<file path="src/rtl/frame_tx_scheduler_if.sv">
// Frame handshake bundle between the scheduler, its two frame
// sources (trace buffer, reply generator) and the serialiser.
interface frame_tx_scheduler_if;
  logic [127:0] TraceFrame;
  logic         TraceReady;
  logic         TraceNext;
  logic [127:0] ReplyFrame;
  logic         ReplyValid;
  logic         ReplyAck;
  logic [127:0] OutFrame;
  logic         OutValid;
  logic         OutTaken;

  modport master (
    input  TraceFrame, TraceReady,
    input  ReplyFrame, ReplyValid,
    input  OutTaken,
    output TraceNext, ReplyAck,
    output OutFrame, OutValid
  );

  modport slave (
    output TraceFrame, TraceReady,
    output ReplyFrame, ReplyValid,
    output OutTaken,
    input  TraceNext, ReplyAck,
    input  OutFrame, OutValid
  );
endinterface

</file>
<file path="src/rtl/frame_tx_scheduler.sv">
// Picks the next 128-bit frame for the serialiser: status > starved
// reply > trace > reply, and owns the sync-interval timer.
module frame_tx_scheduler #(
  parameter int SYNC_W        = 23,
  parameter int MAX_TRACE_RUN = 8
) (
  input  logic              clk,
  input  logic              rst,
  input  logic              Enable,
  input  logic [SYNC_W-1:0] SyncIntervalSet,
  input  logic [127:0]      StatusFrame,
  frame_tx_scheduler_if.master bus,
  output logic [1:0]        Grant,
  output logic              SyncDue,
  output logic [15:0]       SyncsSent
);

  localparam int RUN_W = $clog2(MAX_TRACE_RUN + 1);

  typedef enum logic {IDLE, OFFER} state_t;
  typedef enum logic [1:0] {
    G_NONE   = 2'd0,
    G_STATUS = 2'd1,
    G_TRACE  = 2'd2,
    G_REPLY  = 2'd3
  } gnt_t;

  state_t            state;
  state_t            state_nx;
  gnt_t              gnt;
  logic [SYNC_W-1:0] timer;
  logic [RUN_W-1:0]  run;
  logic              run_full;
  logic [127:0]      sel_frame;
  logic [127:0]      out_frame;
  logic              out_valid;
  logic              trace_next;
  logic              reply_ack;

  assign run_full     = (run == RUN_W'(MAX_TRACE_RUN));
  assign SyncDue      = (timer == '0);
  assign bus.OutFrame  = out_frame;
  assign bus.OutValid  = out_valid;
  assign bus.TraceNext = trace_next;
  assign bus.ReplyAck  = reply_ack;

  always_ff @(posedge clk or posedge rst) begin
    if (rst) state <= IDLE;
    else     state <= state_nx;
  end

  always_comb begin
    state_nx = state;
    unique case (state)
      IDLE:  if (gnt != G_NONE) state_nx = OFFER;
      OFFER: if (bus.OutTaken)  state_nx = IDLE;
    endcase
  end

  // A reply that has waited out a full trace run beats further trace.
  always_comb begin
    gnt = G_NONE;
    if (state == IDLE && Enable) begin
      if (SyncDue)
        gnt = G_STATUS;
      else if (bus.ReplyValid && run_full)
        gnt = G_REPLY;
      else if (bus.TraceReady)
        gnt = G_TRACE;
      else if (bus.ReplyValid)
        gnt = G_REPLY;
    end
  end

  always_comb begin
    unique case (gnt)
      G_STATUS: sel_frame = StatusFrame;
      G_TRACE:  sel_frame = bus.TraceFrame;
      G_REPLY:  sel_frame = bus.ReplyFrame;
      default:  sel_frame = out_frame;
    endcase
  end

  always_ff @(posedge clk or posedge rst) begin
    if (rst) begin
      out_frame  <= '0;
      out_valid  <= 1'b0;
      Grant      <= 2'd0;
      trace_next <= 1'b0;
      reply_ack  <= 1'b0;
    end else begin
      trace_next <= (gnt == G_TRACE);
      reply_ack  <= (gnt == G_REPLY);
      if (gnt != G_NONE) begin
        out_frame <= sel_frame;
        out_valid <= 1'b1;
        Grant     <= gnt;
      end else if (state == OFFER && bus.OutTaken) begin
        out_valid <= 1'b0;
        Grant     <= 2'd0;
      end
    end
  end

  always_ff @(posedge clk or posedge rst) begin
    if (rst)
      timer <= '0;
    else if (gnt == G_STATUS)
      timer <= SyncIntervalSet;
    else if (timer != '0)
      timer <= timer - SYNC_W'(1);
  end

  always_ff @(posedge clk or posedge rst) begin
    if (rst) begin
      run <= '0;
    end else if (gnt == G_TRACE) begin
      if (!bus.ReplyValid) run <= '0;
      else if (!run_full)  run <= run + RUN_W'(1);
    end else if (gnt == G_REPLY) begin
      run <= '0;
    end
  end

  always_ff @(posedge clk or posedge rst) begin
    if (rst)
      SyncsSent <= 16'd0;
    else if (gnt == G_STATUS)
      SyncsSent <= SyncsSent + 16'd1;
  end

endmodule
</file>
<file path="src/flat_wrapper.sv">
// flat-port wrapper written by rule: the top's interface ports become plain ports
module frame_tx_scheduler_flat 
#(
  parameter int SYNC_W        = 23,
  parameter int MAX_TRACE_RUN = 8
)
  (clk, rst, Enable, SyncIntervalSet, StatusFrame, Grant, SyncDue, SyncsSent, bus_TraceFrame, bus_TraceReady, bus_ReplyFrame, bus_ReplyValid, bus_OutTaken, bus_TraceNext, bus_ReplyAck, bus_OutFrame, bus_OutValid);
  frame_tx_scheduler_if bus_i ();
  input  logic clk;
  input  logic rst;
  input  logic Enable;
  input  logic [SYNC_W-1:0] SyncIntervalSet;
  input  logic [127:0] StatusFrame;
  output logic [1:0] Grant;
  output logic SyncDue;
  output logic [15:0] SyncsSent;
  input wire logic [$bits(bus_i.TraceFrame)-1:0] bus_TraceFrame;
  input wire logic [$bits(bus_i.TraceReady)-1:0] bus_TraceReady;
  input wire logic [$bits(bus_i.ReplyFrame)-1:0] bus_ReplyFrame;
  input wire logic [$bits(bus_i.ReplyValid)-1:0] bus_ReplyValid;
  input wire logic [$bits(bus_i.OutTaken)-1:0] bus_OutTaken;
  output wire logic [$bits(bus_i.TraceNext)-1:0] bus_TraceNext;
  output wire logic [$bits(bus_i.ReplyAck)-1:0] bus_ReplyAck;
  output wire logic [$bits(bus_i.OutFrame)-1:0] bus_OutFrame;
  output wire logic [$bits(bus_i.OutValid)-1:0] bus_OutValid;
  assign bus_i.TraceFrame = bus_TraceFrame;
  assign bus_i.TraceReady = bus_TraceReady;
  assign bus_i.ReplyFrame = bus_ReplyFrame;
  assign bus_i.ReplyValid = bus_ReplyValid;
  assign bus_i.OutTaken = bus_OutTaken;
  assign bus_TraceNext = bus_i.TraceNext;
  assign bus_ReplyAck = bus_i.ReplyAck;
  assign bus_OutFrame = bus_i.OutFrame;
  assign bus_OutValid = bus_i.OutValid;
  frame_tx_scheduler #(.SYNC_W(SYNC_W), .MAX_TRACE_RUN(MAX_TRACE_RUN)) u_core (.clk(clk), .rst(rst), .Enable(Enable), .SyncIntervalSet(SyncIntervalSet), .StatusFrame(StatusFrame), .bus(bus_i), .Grant(Grant), .SyncDue(SyncDue), .SyncsSent(SyncsSent));
endmodule
</file>
<file path="config.mk">
export PLATFORM = sky130hd
export DESIGN_NAME = frame_tx_scheduler_flat
export DESIGN_NICKNAME = d
export VERILOG_FILES = /design/src/rtl/frame_tx_scheduler_if.sv /design/src/rtl/frame_tx_scheduler.sv /design/src/flat_wrapper.sv
export SDC_FILE = /design/constraint.sdc
export NUM_CORES = 1
export LEC_CHECK = 0
export ABC_CLOCK_PERIOD_IN_PS = 7870
export CAP_MARGIN = 20
export CORE_AREA = 4 4 214 216
export DETAILED_ROUTE_END_ITERATION = 7
export DIE_AREA = 0 0 218 220
export PLACE_DENSITY = 0.56
export SYNTH_ARGS = -nofsm -noshare
export SYNTH_HDL_FRONTEND = slang
export SYNTH_SLANG_ARGS = --single-unit
</file>
<file path="constraint.sdc">
create_clock -name clk -period 7.87 [get_ports clk]
set_input_delay 1.1805 -clock clk [delete_from_list [all_inputs] [get_ports clk]]
set_output_delay 1.1805 -clock clk [all_outputs]
set_load 0.02 [all_outputs]
</file>
* Yosys cells after proc, flatten, opt, wreduce, memory -nomap -nowiden *
Cells that the tools add are included.

operators by class
  multiplexer cells = 19
  reductions and logical operators = 12
  bitwise gates (word level) = 1
  add/subtract/negate cells = 3
  equality and inequality tests = 5

operators with widths
  cell                                                 count
  case mux 128 bit (3 select lines)                    1
  2-to-1 mux 23 bit                                    2
  logical NOT 23 bit                                   1
  nonzero test 23 bit                                  1
  subtractor 23 x 1 -> 23 bit (second input constant)  1
  adder 16 x 1 -> 16 bit (second input constant)       1
  2-to-1 mux 4 bit                                     4
  2-to-1 mux 2 bit                                     7
  nonzero test 2 bit                                   4
  adder 4 x 1 -> 4 bit (second input constant)         1
  == test 2 bit (second input constant)                2
  == test 4 bit (second input constant)                1
  2-to-1 mux 1 bit                                     4
  AND reduction 2 bit                                  2
  logical AND 1 bit                                    3
  inequality test 3 bit (second input constant)        1
  nonzero test 3 bit                                   1
  == test 2 x 1 -> 1 bit (second input constant)       1
  case mux 1 bit (2 select lines)                      1
  NOT 1 bit                                            1

word-level totals
  bits in registers = 177
  output and inout bits = 150
  input bits = 413
  word-level logic and storage cells = 49

* Longest topological paths before layout *
  word-level depth = 8
  mapped depth = 10
  depth with buffers taken out = 7

* Least setup slack after synthesis *
OpenSTA, ideal clock, no wires.

  path kind = reg2out
  start = register u_core.timer[17]
  end = output port SyncDue
  cell stages (with the launch flop) = 5
  buffers on the path = 1
  data required time = 6.689 ns
  setup slack = 4.340 ns
  data arrival time = 2.349 ns
  cell sequence = dfrtp_1 or4_4 or4b_1 clkbuf_2 nor4_1

on the way
  cells in the longest elaborated chain, start to end = 1

RTL lines
  what                    line                       source
  from (decl)             frame_tx_scheduler.sv:31   logic [SYNC_W-1:0] timer;
  from (signal assigned)  frame_tx_scheduler.sv:109  timer <= SyncIntervalSet;
  from (signal assigned)  frame_tx_scheduler.sv:111  timer <= timer - SYNC_W'(1);
  logical NOT 23 bit      frame_tx_scheduler.sv:41   assign SyncDue = (timer == '0);
  to (decl)               flat_wrapper.sv:15         output logic SyncDue;

No other way between the ends.

* Final worst setup path *
Ends and elaborated chain as after synthesis.

==> impl_results.md <==
- Result of the run: complete, no violations
- Pre-Repair DR Iteration Count: 5
- Count of buffers added by post-CTS timing repair for setup: 0
- Hold-fix buffer count after cts: 0
- Power Density: 204 mW/mm^2
- Main area contributors after synthesis: sky130_fd_sc_hd__dfrtp_1 (48%), sky130_fd_sc_hd__o221a_2 (13%), sky130_fd_sc_hd__nand2_1 (11%), sky130_fd_sc_hd__nand3_1 (8.0%), sky130_fd_sc_hd__clkbuf_1 (2.6%)
- Smallest hold slack: 472 ps
- Cell internal pwr: 2180 uW
- Min cycle time layout: 4470 ps
- Cell variety after synth: 44
- Gate count after technology mapping: 984
- Switching fraction of total power: 0.326
- Final HPWL DP: 31700 microns
- Residual overflow from global routing: 0
- CP endpoint kind: output pin
- Required time of the worst setup path: 6690 ps
- Cell-by-cell listing of the critical path: or4_4 -> or4b_1 -> nor4_1 -> clkdlybuf4s50_1
- Combinational share of power: 0.363
- Synthesized area: 0.00931 sq mm
- Final weighted congestion in routability-driven placement: 0.849
- CTS tree: built
- WS Path Type: flip-flop to output pin
- DRC violation count after routing: 0
- Clk pin slew, worst setup/hold paths: 70 ps
- CTS Buf Count: 17
- Area overhead of the layout relative to synthesis: 70.5%
- Clock latency on the worst-skew pair: 480 ps
- Share of power burned in registers: 0.378
- Post-layout nets: 1919
- Slowest cell on crit path: sky130_fd_sc_hd__clkdlybuf4s50_1
- First-pass GRT wire length: 62900 microns
- Final critical-path share of the clock period: 0.568
- PortBufs: 562
- Vias in the first global route: 10393
- Commonest cells in the synthesized netlist: sky130_fd_sc_hd__nand2_1 (279), sky130_fd_sc_hd__dfrtp_1 (177), sky130_fd_sc_hd__nand3_1 (148)
- GR Util All Layers: 0.171
- Number of placement rows: 77
- Synth Area per Inst: 9.46 sq um
- Initial DRC count: 554
- Post-synthesis net count: 1402
- Final design utilization: 0.361
- Path class of the lowest-slack min-delay path: flip-flop to flip-flop
- Root cell of the clock tree: sky130_fd_sc_hd__clkbuf_16
- Number of setup violations in the final report: 0
- Die span in y: 220 microns
- Placeable core region: 0.0439 sq mm
- Most used standard cell by instance count after synthesis: sky130_fd_sc_hd__nand2_1
- Crit path DAT: 3290 ps
- ANT nets after route: 0
- Vias per std cell: 4.67
- Max cap viols: 0
- Highest net fanout along the worst path: 7
- Final sum of negative setup slack: 0 ps
- Starting density of the core: 0.212
- Seq/Total Area, Yosys: 0.476
- Number of warning messages in the yosys log: 0
- Post-synth top area share: 0.476
- Resized Gates After CTS: 0
- Async set or reset register ratio after synthesis: 1.00
- I/O pin count: 563
- Number of synthesized flops with an enable pin: 0
- RSZ-0062 raised after global routing: no
- Highest Clock Rate: 224 MHz
- Vias: 9843
- Htree depth: 4
- Antenna violations before repair: 2
- Pin count of the biggest net entering global routing: 116
- CTS sink cnt: 177
- Clock Power Share: 0.259
- Highest cell delay on the worst timing path: 710 ps
- Cell taking the most area after synthesis: sky130_fd_sc_hd__dfrtp_1
- Kind of start point of the critical path: flip-flop
- Final-report hold violation count: 0
- Most used flip-flop cell after synthesis: sky130_fd_sc_hd__dfrtp_1
- Switching Power: 1060 uW
- Largest buffer count on any clock path: 2
- Synthesized flop and latch total: 177
- Post-route clock skew: 13.2 ps
- Average wire per standard cell: 20.3 microns
- Slew margin rel.: 0.372
- Worst-Margin Slew: 942 ps
- Largest vdd supply drop: 0.106 mV
- Leakage Power: 0.00611 uW
- Area of the die: 0.0480 sq mm
- Max-slew violations: 0
- Share of cells above drive strength 1: 0.108
- Post-detailed-routing wire length: 42900 microns
- Die width: 218 microns
[state kept, by name, indices dropped and copies added (netlist names)]
| register | count |
|---|---|
| u_core.bus.OutValid | 1 |
| u_core.Grant | 2 |
| u_core.bus.OutFrame | 128 |
| u_core.bus.ReplyAck | 1 |
| u_core.state | 1 |
| u_core.timer | 23 |
| u_core.run | 4 |
| u_core.bus.TraceNext | 1 |
| u_core.SyncsSent | 16 |
[logic make-up (layout without fill, tap and decap cells)]
group           count (synthesis)  in the layout  synth area share
compound gates                179            179             0.189
xor+xnor                       24             24            0.0226
buf+inv                        86            615            0.0575
flops                         177            177             0.476
other cells                     0              2                 0
simple gates                  513            513             0.248
fa+ha+maj                       5              5           0.00672
[power groups by stage]
stage	clock (uW)	combinational [uW]	sequential (uW)
finish	837	1180	1230
detailed placement	0	1190	1230
global route	912	1250	1250
floorplan	0	346	1410
CTS	882	1190	1220
global placement	0	1180	1230
[cell usage in the layout (no fill, tap or decap), types with 7 or more instances in the layout]
| cell type | Yosys | final |
|---|---|---|
| sky130_fd_sc_hd__or3_1 | 8 | 8 |
| sky130_fd_sc_hd__clkdlybuf4s50_1 | 0 | 562 |
| sky130_fd_sc_hd__nor4_1 | 7 | 7 |
| sky130_fd_sc_hd__o221a_1 | 19 | 19 |
| sky130_fd_sc_hd__a21oi_1 | 13 | 13 |
| sky130_fd_sc_hd__clkbuf_16 | 0 | 17 |
| sky130_fd_sc_hd__nand2_1 | 279 | 279 |
| sky130_fd_sc_hd__nand4_1 | 12 | 12 |
| sky130_fd_sc_hd__o21ai_0 | 17 | 17 |
| sky130_fd_sc_hd__xnor2_1 | 13 | 13 |
| sky130_fd_sc_hd__buf_4 | 0 | 16 |
| sky130_fd_sc_hd__o221a_2 | 109 | 109 |
| sky130_fd_sc_hd__dfrtp_1 | 177 | 177 |
| sky130_fd_sc_hd__xor2_1 | 11 | 11 |
| sky130_fd_sc_hd__nand3_1 | 148 | 148 |
| sky130_fd_sc_hd__nor3_1 | 11 | 11 |
| sky130_fd_sc_hd__nor2_1 | 19 | 18 |
[critical path: cells and delay by family (launching register included)]
kind / cells / cell delay [ps]
buffers and inverters: 1 / 710
and+or+nand+nor: 3 / 1650
DFF: 1 / 450
[final timing paths]
| check | start | end | slack, ps | cells past startpoint |
|---|---|---|---|---|
| setup / recovery | u_core.timer[17]$_DFFE_PP0P_ | SyncDue | 3400 | 4 |
| hold / removal | u_core.SyncsSent[15]$_DFFE_PP0P_ | u_core.SyncsSent[15]$_DFFE_PP0P_ | 470 | 1 |
| setup reg to reg | u_core.timer[17]$_DFFE_PP0P_ | u_core.bus.OutFrame[6]$_DFFE_PP0P_ | 4080 | 6 |
| hold reg to reg | u_core.SyncsSent[15]$_DFFE_PP0P_ | u_core.SyncsSent[15]$_DFFE_PP0P_ | 470 | 1 |
| max in group asynchronous | rst | u_core.bus.OutFrame[12]$_DFFE_PP0P_ | 5170 | 3 |
| min in group asynchronous | rst | u_core.bus.OutFrame[69]$_DFFE_PP0P_ | 1280 | 2 |
[cell type report]
cell class / count / area, sq um
diodes: 2 / 5.00
clock inverters: 9 / 81.3
flip-flops and latches: 177 / 4430
inverters: 6 / 30.0
well taps: 592 / 741
multi-input cells: 721 / 4370
repair buffers: 578 / 5750
fillers: 4491 / 28100
clock buffers: 22 / 464
[routing by layer]
layer / routed length, microns / GRT usage
met5: 0 / 0
met4: 1050 / 0.0634
met3: 3100 / 0.0563
met2: 20800 / 0.284
met1: 17900 / 0.208
[through the flow]
| stage | total power, uW | cell area (sq um) | std cells | setup WS (ps) |
|---|---|---|---|---|
| after detailed placement | 2420 | 15300 | 2073 | 2890 |
| after floorplan | 1760 | 9310 | 984 | 1890 |
| after global routing | 3410 | 15900 | 2106 | 3270 |
| after global placement | 2410 | 15300 | 2073 | 3010 |
| after CTS | 3290 | 15800 | 2104 | 3370 |
| final | 3240 | 15900 | 2107 | 3400 |
Power figures use the tool's default switching activity.
==> patch (same settings) <==
`SYNC_W` is set to 23 in 2 places; all go to 46.
--- a/src/rtl/frame_tx_scheduler.sv
+++ b/src/rtl/frame_tx_scheduler.sv
@@ -3,3 +3,3 @@
 module frame_tx_scheduler #(
-  parameter int SYNC_W        = 23,
+  parameter int SYNC_W        = 46,
   parameter int MAX_TRACE_RUN = 8
--- a/src/flat_wrapper.sv
+++ b/src/flat_wrapper.sv
@@ -3,3 +3,3 @@
 #(
-  parameter int SYNC_W        = 23,
+  parameter int SYNC_W        = 46,
   parameter int MAX_TRACE_RUN = 8
Ports: changed (resized SyncIntervalSet); port bits go from 563 to 586. No check against the original RTL was run, so the function may have changed too.
==> patch against the original RTL <==
- utilization grew 3.6 points
- sequential share of layout area grew 0.77 points
- sequential cell count grew 23
- final area grew 10%
- critical path type unchanged
- routed wire length grew 19%
- synthesized cell count grew 17%
- area after synthesis grew 12%
- setup slack lost 0.37 ns
- largest cell class unchanged
- count of clock-buffer cells in the layout is the same
- die area is the same
- total power grew 12%
- hold slack gained 0.0030 ns
==> patch: results (changes against the original RTL) <==
* Outcome: complete, no violations
* Clock slew at reported path FFs at 0.08 ns
* Worst r2r path cells at 9 (+3)
* Max Clock Skew at 0.0117 ns (-0.00151 ns)
* Number of global-route vias before repair at 11600 (+11%)
* Critical Path Max Stage Delay at 0.66 ns (-0.05 ns)
* Post-synth cell types at 44 (unchanged)
* I/O Buffers at 585 (+4.1%)
* Worst-path maximum fanout at 12 (+5)
* Worst vdd ir at 117 µV (+10%)
* Sequential area share after synthesis at 47.9% (+0.34 points)
* Slew @ Worst Pin at 1.11 ns (+0.167 ns)
* Worst skew pair latency at 0.46 ns (-0.02 ns)
* Synthesized area per cell at 9.09 µm² (-3.8%)
* Initial antenna violation count at 13 (+11)
* Reg-to-Reg Start: u_core.timer[14]
* Final nets at 2106 (+9.7%)
* RePlAce Congestion at 0.881 (+3.7%)
* Max reg flops at 128 (unchanged)
* Final WL at 51.1 mm (+19%)
* Most instantiated cells after synthesis: 200 x dfrtp_1, 168 x nor2_1, 165 x a21oi_1
* Wire length of the first global-routing pass at 74.5 mm (+18%)
* WL/cell at 22.4 µm (+10%)
* Share of cells above drive strength 1 at 3.87% (-7.0 points)
* Crit path launch type: flop
* Filler cell count at 4427 (-1.4%)
* Gr usage total at 20.4% (+3.3 points)
* Worst path arrival time at 3.66 ns (+0.37 ns)
* Syn nets at 1589 (+13%)
* Via count at 11400 (+16%)
* Critical R2R Capture: u_core.bus.OutFrame[88]
* Worst min path class: reg -> reg
* H-tree lvl count at 4 (unchanged)
* Crit path from: u_core.timer[28]
* Slowest CP cell: clkdlybuf4s50_1
* Placed cells at 2237 (+7.9%)
* Worst reg2reg setup slack at 3.78 ns (-0.30 ns)
* Post-CTS setup buffers at 0 (unchanged)
* Clock Path Buffers at 2 (unchanged)
* Area contributors post-synth: dfrtp_1 48%, a221oi_1 11%, and3_1 8.1%, a21oi_1 7.9%, nor2_1 6.0%
* Pleak at 0.00699 µW (+14%)
* End of the critical path: SyncDue
* Ys async rst share at 100% (unchanged)
* DR pass1 iterations at 7 (+2)
* CTS buffer count at 17 (unchanged)
* Root Driver: clkbuf_16
* Hpwl dp at 38.4 mm (+21%)
* Resized cells post-CTS at 0 (unchanged)
* Ys Warns at 0 (unchanged)
* Number of DRC markers in iteration 0 at 869 (+57%)
* Pin count of the biggest net entering global routing at 98 (-16%)
* Hold Startpoint: u_core.timer[24]
[patch: cell count changes in the layout (fill, tap and decap cells not counted), sizes merged, moves of 11 or more]
| cell | unedited run | this run |
|---|---|---|
| a211oi | 3 | 14 |
| and3 | 5 | 135 |
| nor3 | 11 | 29 |
| dfrtp | 177 | 200 |
| clkdlybuf4s50 | 562 | 585 |
| o221a | 128 | 0 |
| a21oi | 13 | 165 |
| xnor2 | 13 | 25 |
| nand2 | 280 | 43 |
| nand3 | 148 | 17 |
| nor2 | 19 | 168 |
| a221oi | 5 | 131 |
[patch: worst max-delay path, delay by kind of cell (launching register included)]
family	cells	cell delay, ns
buf+inv	2	0.98
flops	1	0.42
simple gates	4	1.81
[patch: metal layers]
layer	part of all wire, %	global-route usage (%)	vias to the layer above
li1	-	-	5343
met1	41	25.6	5566
met2	50	33.1	471
met3	7.6	6.67	55
met4	2.1	7.31	0
met5	0	0	-
[patch: cell families (layout without fill, tap and decap cells)]
family | count (synthesis) | after routing | synth area share (%)
XOR/XNOR | 32 | 32 | 2.68
AND/OR/NAND/NOR | 450 | 450 | 22.2
AO/OA/AOI/OAI | 348 | 348 | 22.2
buffers and inverters | 111 | 641 | 4.18
multiplexers | 2 | 2 | 0.204
other | 0 | 12 | 0
flip-flops | 200 | 200 | 47.9
adder cells (fa/ha/maj) | 5 | 5 | 0.599
[patch: worst min-delay path by stage]
stage                                endpoint  slack (ns)  cells after the start
after floorplan              u_core.timer[24]        0.44                      1
after global placement       u_core.timer[24]        0.46                      1
after detailed placement     u_core.timer[24]        0.46                      1
after CTS                    u_core.timer[24]        0.47                      1
after global routing      u_core.bus.OutValid        0.50                      1
final                        u_core.timer[24]        0.48                      1
[patch: power breakdown]
part	internal, µW	switching (µW)
logic	644	646
registers	1230	149
clock network	528	431
total	2400	1230
[patch: area by class of cell]
type                    instances  area share, %
flip-flops and latches        200           28.7
multi-input cells             837           28.8
diodes                         12          0.172
well taps                     592           4.25
repair buffers                599           34.3
clock inverters                10          0.811
inverters                      10          0.258
clock buffers                  22           2.72
[patch: stage by stage]
step / util, % / hold WS [ns] / area (µm²) / worst slack [ns] / total power, µW
2_1_floorplan: - / 0.444 / 10400 / 1.24 / 1940
3_3_place_gp: 38.2 / 0.463 / 16800 / 3.39 / 2680
3_5_place_dp: 38.2 / 0.464 / 16800 / 3.29 / 2690
4_1_cts: 39.6 / 0.475 / 17400 / 2.99 / 3670
5_1_grt: 39.7 / 0.503 / 17400 / 2.69 / 3820
6_report: 39.7 / 0.475 / 17400 / 3.03 / 3630
